### config.mk
export PLATFORM = sky130hd
export DESIGN_NAME = calc_accum_ctrl
export DESIGN_NICKNAME = d
export VERILOG_FILES = /design/src/rtl/calc_pkg.sv /design/src/rtl/calc_accum_ctrl.sv
export SDC_FILE = /design/constraint.sdc
export NUM_CORES = 1
export LEC_CHECK = 0
export ABC_CLOCK_PERIOD_IN_PS = 2500
export CORE_UTILIZATION = 39
export CTS_CLUSTER_SIZE = 8
export DETAILED_ROUTE_END_ITERATION = 6
export GPL_ROUTABILITY_DRIVEN = 0
export PLACE_DENSITY = 0.85
export SLEW_MARGIN = 10
export SYNTH_ARGS = -nofsm -noshare
export SYNTH_HDL_FRONTEND = slang
export SYNTH_SLANG_ARGS = --single-unit
### constraint.sdc
create_clock -name clk -period 2.5 [get_ports clk]
set_input_delay 0.25 -clock clk [delete_from_list [all_inputs] [get_ports clk]]
set_output_delay 0.25 -clock clk [all_outputs]
set_load 0.02 [all_outputs]
### src/rtl/calc_pkg.sv
// Shared opcodes, FSM encoding and saturation limits for the calculator controller.
package calc_pkg;

  localparam logic [2:0] OP_ADD_AB = 3'b000;
  localparam logic [2:0] OP_SUB_AB = 3'b001;
  localparam logic [2:0] OP_ABS_B  = 3'b010;
  localparam logic [2:0] OP_ADD_BA = 3'b100;
  localparam logic [2:0] OP_SUB_BA = 3'b101;
  localparam logic [2:0] OP_ABS_A  = 3'b110;

  localparam logic [3:0] SAT_POS = 4'b0111;
  localparam logic [3:0] SAT_NEG = 4'b1000;

  typedef enum logic [1:0] {
    IDLE = 2'd0,
    EXEC = 2'd1,
    RESP = 2'd2
  } state_t;

endpackage

### src/rtl/calc_accum_ctrl.sv
// Accumulator controller: load 1 cycle / execute 2 cycles to rsp_valid; cmd_ready only in IDLE, result held until rsp_ready.
// Define CALC_SATURATE_EN to clamp overflowed results to 0111/1000 instead of writing the wrapped value.
module calc_accum_ctrl
  import calc_pkg::*;
#(
  parameter logic [3:0] RESET_ACC = 4'b0000
) (
  input  logic       clk,
  input  logic       rst_n,
  input  logic       cmd_valid,
  output logic       cmd_ready,
  input  logic       cmd_load,
  input  logic [2:0] cmd_op,
  input  logic [3:0] cmd_data,
  output logic       rsp_valid,
  input  logic       rsp_ready,
  output logic [3:0] rsp_result,
  output logic       rsp_ovf,
  output logic [3:0] acc,
  output logic       sticky_ovf,
  input  logic       ovf_clr,
  output logic [2:0] dp_op,
  output logic [3:0] dp_a,
  output logic [3:0] dp_b,
  input  logic [3:0] dp_r,
  input  logic       dp_ovf
);

  state_t     state, state_nxt;
  logic [2:0] op_q;
  logic [3:0] opnd_q;
  logic [3:0] wr_val;
  logic       accept;

  assign cmd_ready = (state == IDLE);
  assign rsp_valid = (state == RESP);
  assign accept    = cmd_valid & cmd_ready;

  assign dp_op = op_q;
  assign dp_a  = acc;
  assign dp_b  = opnd_q;

  // A set sign bit after overflow means the true result was positive.
  always_comb begin
    wr_val = dp_r;
`ifdef CALC_SATURATE_EN
    if (dp_ovf) begin
      wr_val = dp_r[3] ? SAT_POS : SAT_NEG;
    end
`endif
  end

  always_ff @(posedge clk or negedge rst_n) begin
    if (!rst_n) begin
      state <= IDLE;
    end else begin
      state <= state_nxt;
    end
  end

  always_comb begin
    state_nxt = state;
    case (state)
      IDLE:    if (cmd_valid) state_nxt = cmd_load ? RESP : EXEC;
      EXEC:    state_nxt = RESP;
      RESP:    if (rsp_ready) state_nxt = IDLE;
      default: state_nxt = IDLE;
    endcase
  end

  always_ff @(posedge clk or negedge rst_n) begin
    if (!rst_n) begin
      acc        <= RESET_ACC;
      op_q       <= 3'b000;
      opnd_q     <= 4'b0000;
      rsp_result <= 4'b0000;
      rsp_ovf    <= 1'b0;
      sticky_ovf <= 1'b0;
    end else begin
      if (accept) begin
        op_q   <= cmd_op;
        opnd_q <= cmd_data;
        if (cmd_load) begin
          acc        <= cmd_data;
          rsp_result <= cmd_data;
          rsp_ovf    <= 1'b0;
        end
      end
      if (state == EXEC) begin
        acc        <= wr_val;
        rsp_result <= wr_val;
        rsp_ovf    <= dp_ovf;
      end
      // A new overflow beats a simultaneous clear.
      if ((state == EXEC) && dp_ovf) begin
        sticky_ovf <= 1'b1;
      end else if (ovf_clr) begin
        sticky_ovf <= 1'b0;
      end
    end
  end

endmodule

Yosys cells after proc, flatten, opt, wreduce, memory -nomap -nowiden
Cells that the tools add are included.
{"block": "word_totals", "reg_bits": 15, "output_inout_bits": 23}
{"block": "op_classes", "n_eq_ne": 4, "muxes": 12, "bitwise_logic": 1, "reduce_logical": 7}
{"cell": "$mux 4", "count": 3}
{"cell": "$mux 2", "count": 3}
{"cell": "$pmux 2 s3", "count": 1}
{"cell": "$reduce_bool 2->1", "count": 3}
{"cell": "$mux 1", "count": 5}
{"cell": "$reduce_and 2->1", "count": 2}
{"cell": "$eq 2x1->1 const B", "count": 1}
{"cell": "$eq 2x2->1 const B", "count": 1}
{"cell": "$logic_not 2->1", "count": 1}
{"cell": "$ne 2x1->1 const B", "count": 1}
{"cell": "$ne 2x2->1 const B", "count": 1}
{"cell": "$and 1x1->1", "count": 1}
{"cell": "$logic_and 1x1->1", "count": 1}

Longest topological paths before layout
Gate-level depths: netlist of run 1.
{"block": "logic_depth", "ltp_word": 4, "ltp_mapped": 4}

Worst setup path before layout of run 1
Ideal clock, no wire load.
{"block": "synth_timing", "path_type": "register to register", "from": "register state[1]", "to": "register opnd_q[0], in the netlist dp_b[0]", "arrival_ns": 1.256, "required_time_ns": 2.375, "path_slack_ns": 1.119, "path_stages_with_launch": 5, "n_path_buf": 1, "period_less_slack_ns": 1.381, "cell_sequence": "dfrtp_1 nor2_2 and2_4 buf_6 mux2_4"}
{"block": "synth_via", "elab_chain_len": 2}
{"item": "start: declaration", "line": "calc_accum_ctrl.sv:29", "rtl": "state_t state, state_nxt;"}
{"item": "start signal: assignment", "line": "calc_accum_ctrl.sv:57", "rtl": "state <= state_nxt;"}
{"item": "$logic_not 2->1", "line": "calc_accum_ctrl.sv:35", "rtl": "assign cmd_ready = (state == IDLE);"}
{"item": "via cmd_ready", "line": "calc_accum_ctrl.sv:11", "rtl": "output logic cmd_ready,"}
{"item": "$and 1x1->1", "line": "calc_accum_ctrl.sv:37", "rtl": "assign accept = cmd_valid & cmd_ready;"}
{"item": "end signal: assignment", "line": "calc_accum_ctrl.sv:82", "rtl": "opnd_q <= cmd_data;"}
{"item": "end: declaration", "line": "calc_accum_ctrl.sv:31", "rtl": "logic [3:0] opnd_q;"}
The timed path passes the listed nets, and every way through them passes these cells.
A chain may end at the register's enable or synchronous reset.

Worst setup path in the final report of run 1
{"block": "layout_timing", "from": "register state[1]", "to": "output port rsp_valid"}
{"block": "layout_via", "elab_chain_len": 1}
{"item": "$eq 2x2->1", "line": "calc_accum_ctrl.sv:36", "rtl": "assign rsp_valid = (state == RESP);"}
{"item": "end: declaration", "line": "calc_accum_ctrl.sv:15", "rtl": "output logic rsp_valid,"}
Every way passes these cells.

==> flow_summary.toml, run 1 <==
[run_status]
status = "completed"

[power_and_ir_drop]
power_mw = 1.059
pwr_density_cell_nw_per_um2 = 965.8
ir_drop_uv = 389.4
leakagePower_nw = 0.4666

[setup_path]
critPathTopFamily = "buffers and inverters"
arrival_ps = 1650
worstReg2RegStart = "state[1]$_DFFE_PN0P_"
path_class = "reg2out"
endpoint_kind = "output pin"
setup.worst_path.start = "state[1]$_DFFE_PN0P_"
cp_num_buf_inv = 2
cp-start-kind = "flip-flop"
cp_slowest_cell = "clkdlybuf4s50_1"
crit_path_max_fanout = 9
critPathMaxStageDelay_ps = 590
worstPathCellList = "or2b_1 > inv_1 > clkdlybuf4s50_1"
cp.required_ps = 2250

[timing]
fin_worst_skew_ps = 0.5977
fin_crit_ps = 1901
whs_ps = 386.4
final-hold-violation-count = 0
period_share_pct = 76.06
max_freq_mhz = 525.9
drv_slew = 0
slew_headroom_pct = 54.13
rsz0062_at_grt = "no"
finalSetupViolations = 0
fin_setup_tns_ps = 0
tightest_slew_ps = 685.8
setup_ws_ps = 598.6

[placement]
post_dp_cell_area_um2 = 1070
port_buffers = 40
dp_cells = 113
pre_cts_ws_ps = 881.7

[route]
drtIter0Drc = 9
via_per_inst = 4.709
drc = 0
firstDrtPassIters = 4
drt-total-wl_um = 1508
dr_total_vias = 551
final_antenna_net_count = 0
wl_per_cell_um = 12.89

[finish]
post-route-cell-area_um2 = 1096
layout_common_cells = "clkdlybuf4s50_1, dfrtp_1, o21ai_0"
final_common_cell = "clkdlybuf4s50_1"
antenna_cells = 0
fillCellCount = 151
final_nets = 111
fin_cells = 117
utilization_pct = 63.48
drive_gt1_share_pct = 14.13
synthToLayoutAreaGrowth_pct = 53.41

[global_routing]
grt_max_degree = 16
grt_pass1_vias = 509
grt_antenna_before_repair = 0
overflow = 0
grt_pass1_wl_um = 2408
grt.total_usage_pct = 16.75

[job]
maxCapViolCount = 0

[synth]
yosysSeqAreaShare_pct = 52.54
postSynthCellCount = 58
ys_types = 16
ys_ff_latch = 15
syn_area_um2 = 714.4
avgSynthCellArea_um2 = 12.32
yosys_warnings = 0
syn_nets = 76

[cts]
h-tree-depth = 1
cts_resized = 0
cts_hold_buf = 0
numCtsBuffers = 3
cts_tree = "yes"
cts_setup_buffers = 0
clockRootBuffer = "clkbuf_4"
cts_max_path_buffers = 2
clock-sinks = 15
clk_pin_slew_ps = 90
insertion_delay_ps = 270

[die]
coreArea_um2 = 1727
initial_utilization_pct = 41.38
num_io_pins = 41
rows = 15
die_area_um2 = 2007
die_y_um = 44.80
die_width_um = 44.80

[worst_hold_path]
hold_path_class = "in2async"
[registers in the layout (all words and copies together), names as in the netlist]
register	count
sticky_ovf	1
acc	4
dp_op	3
dp_b	4
rsp_ovf	1
state	2
[layout make-up]
class                           instances  area, um2  area share [%]
Clock buffer                            4      26.28           2.397
Multi-Input combinational cell         31      255.2           23.29
Timing Repair Buffer                   40      400.4           36.53
Inverter                                2      7.507          0.6849
Tap cell                               25      31.28           2.854
Sequential cell                        15      375.4           34.25
[power breakdown]
group	leakage [nW]	switching [mW]	internal (mW)	total (mW)
logic	0.268	0.257	0.300	0.557
clock network	0.0150	0.0726	0.0617	0.134
registers	0.184	0.0549	0.313	0.367
[Yosys cell counts]
master	number	area [um2]
dfrtp_1	15	375.4
nor2_2	1	6.260
o21ai_0	11	55.05
or2b_1	1	7.510
or2_2	1	6.260
buf_2	1	5.000
buf_6	1	11.26
buf_4	8	60.06
and2_4	1	8.760
a21oi_1	1	5.000
nor2b_1	1	6.260
inv_1	2	7.510
mux2_4	7	105.1
and2b_1	1	7.510
mux2i_1	4	40.04
nand2_1	2	7.510
[cell families after synthesis]
kind of cell	Yosys count	synth area share (%)
flip-flops	15	52.54
AO/OA/AOI/OAI	12	8.405
buffers and inverters	12	11.73
multiplexers	11	20.32
AND/OR/NAND/NOR	8	7.008
[final timing paths]
kind                                                to  slack [ps]  depth (start not counted)
worst max register to register      acc[3]$_DFFE_PN0P_        1210                          3
worst max-delay path                         rsp_valid         600                          3
worst min-delay path            sticky_ovf$_DFFE_PN0P_         390                          1
max in group asynchronous           acc[0]$_DFFE_PN0P_        1680                          1
min in group clk                   dp_b[2]$_DFFE_PN0P_         520                          1
worst min register to register     dp_b[2]$_DFFE_PN0P_         520                          1
[metal layers]
| layer | part of all wire [%] | GRT usage (%) | vias to the layer above |
|---|---|---|---|
| met2 | 46 | 26.18 | 25 |
| met4 | 0.73 | 5.455 | 0 |
| met5 | 0 | 0 | - |
| li1 | - | - | 253 |
| met1 | 46 | 22.80 | 271 |
| met3 | 6.9 | 4.400 | 2 |
No activity file was read; power rests on OpenSTA's default activity.
==> inputs of run 2 (changes only) <==
ABC_CLOCK_PERIOD_IN_PS = 1980   (was 2500)
CORE_UTILIZATION = 36   (was 39)
PLACE_DENSITY = 0.8   (was 0.85)
clock period = 1.98 ns   (was 2.5 ns; I/O delays follow)
==> flow_summary.toml, run 2 (synthesis gave the netlist of run 1 again) <==
[run_status]
status = "completed"

[timing]
final-hold-violation-count = 0
fin_setup_tns_ps = 0
setup_ws_ps = 122.3
period_share_pct = 93.82
max_freq_mhz = 538.3
slew_headroom_pct = 58.03
finalSetupViolations = 0
whs_ps = 302.3
fin_worst_skew_ps = 3.889
fin_crit_ps = 1858
rsz0062_at_grt = "no"
tightest_slew_ps = 627.6
drv_slew = 0

[setup_path]
crit_path_max_fanout = 9
cp.required_ps = 1780
cp_slowest_cell = "clkdlybuf4s50_1"
rrSetupSlack_ps = 710
r2r_end = "dp_b[1]$_DFFE_PN0P_"
worstReg2RegStart = "state[1]$_DFFE_PN0P_"
path_class = "reg2out"
worstRegToRegCells = 3
critPathMaxStageDelay_ps = 590
arrival_ps = 1660
worstPathCellList = "or2b_1 > inv_1 > clkdlybuf4s50_1"
endpoint_kind = "output pin"
cp-start-kind = "flip-flop"

[cts]
cts_setup_buffers = 0
clk_pin_slew_ps = 90
cts_resized = 0
clockRootBuffer = "clkbuf_4"
clock-sinks = 15
numCtsBuffers = 3
cts_hold_buf = 0
h-tree-depth = 1
cts_max_path_buffers = 2
insertion_delay_ps = 280
cts_tree = "yes"

[finish]
drive_gt1_share_pct = 14.13
multi_input_area_um2 = 255.2
synthToLayoutAreaGrowth_pct = 53.41
final_common_cell = "clkdlybuf4s50_1"
final_nets = 111
antenna_cells = 0
fin_cells = 117
fillCellCount = 154
final-seq-area_um2 = 375.4
layout_common_cells = "clkdlybuf4s50_1, dfrtp_1, o21ai_0"
post-route-cell-area_um2 = 1096
utilization_pct = 60.83

[power_and_ir_drop]
leakagePower_nw = 0.4666
pwr_density_cell_nw_per_um2 = 1218
p_sw_share_pct = 36.20
pwr-share-seq_pct = 34.6
internal_power_mw = 0.8520
switchingPower_mw = 0.4833
combPwrFrac_pct = 52.5
power_mw = 1.335
ir_drop_uv = 644.5
clkPwrFrac_pct = 12.9

[route]
final_antenna_net_count = 0
drc = 0
drt-total-wl_um = 1422
firstDrtPassIters = 4
via_per_inst = 4.436
drtIter0Drc = 2
dr_total_vias = 519
wl_per_cell_um = 12.15

[placement]
port_buffers = 40
post_dp_cell_area_um2 = 1070
dp_cells = 113
hpwl_um = 1078
pre_cts_ws_ps = 424.0

[global_routing]
grt_pass1_wl_um = 2208
grt_max_degree = 16
grt_pass1_vias = 511
grt.total_usage_pct = 14.88
grt_antenna_before_repair = 0
overflow = 0

[worst_hold_path]
hold_path_class = "in2async"

[job]
maxCapViolCount = 0

[die]
die_y_um = 46.55
num_io_pins = 41
initial_utilization_pct = 39.65
die_area_um2 = 2167
coreArea_um2 = 1802
rows = 15
die_width_um = 46.55
## run 2: cell counts in the layout (fill, tap and decap cells not counted)
No cell type changed its count.
## run 2: worst max path at each step
| stage | startpoint | to | slack, ps | cells after the start |
|---|---|---|---|---|
| 2_1_floorplan | state[1]$_DFFE_PN0P_ | dp_b[0]$_DFFE_PN0P_ | 600 | 4 |
| 3_3_place_gp | state[1]$_DFFE_PN0P_ | rsp_valid | 460 | 3 |
| 3_5_place_dp | state[1]$_DFFE_PN0P_ | rsp_valid | 420 | 3 |
| 4_1_cts | state[1]$_DFFE_PN0P_ | rsp_valid | 120 | 3 |
| 5_1_grt | state[1]$_DFFE_PN0P_ | rsp_valid | 30 | 3 |
| 6_report | state[1]$_DFFE_PN0P_ | rsp_valid | 120 | 3 |
## run 2: final cells by class
class,count,share of cell area [%]
timing repair buffer,40,36.53
sequential,15,34.25
multi-input combinational,31,23.29
tap,25,2.854
clock buffer,4,2.397
inverter,2,0.6849
## run 2: worst max-delay path: cells and delay by family, from the launching register on
kind	cells	cell delay (ps)
and+or+nand+nor	1	270
DFF	1	460
buffers and inverters	2	650
## run 2: per-layer routing
metal  GRT usage (%)  vias up  wire length [um]
li1                -      255                 -
met1           16.38      237               588
met2           26.94       27               707
met3           3.922        0               127
met4           5.294        0                 0
met5               0        -                 0
## run 2: power groups by stage
stage,Combinational (mW),Sequential [mW],Clock (mW)
after floorplan,0.328,0.564,0
after global placement,0.695,0.465,0
after detailed placement,0.705,0.469,0
after CTS,0.707,0.464,0.177
after global routing,0.745,0.476,0.190
final,0.701,0.462,0.172
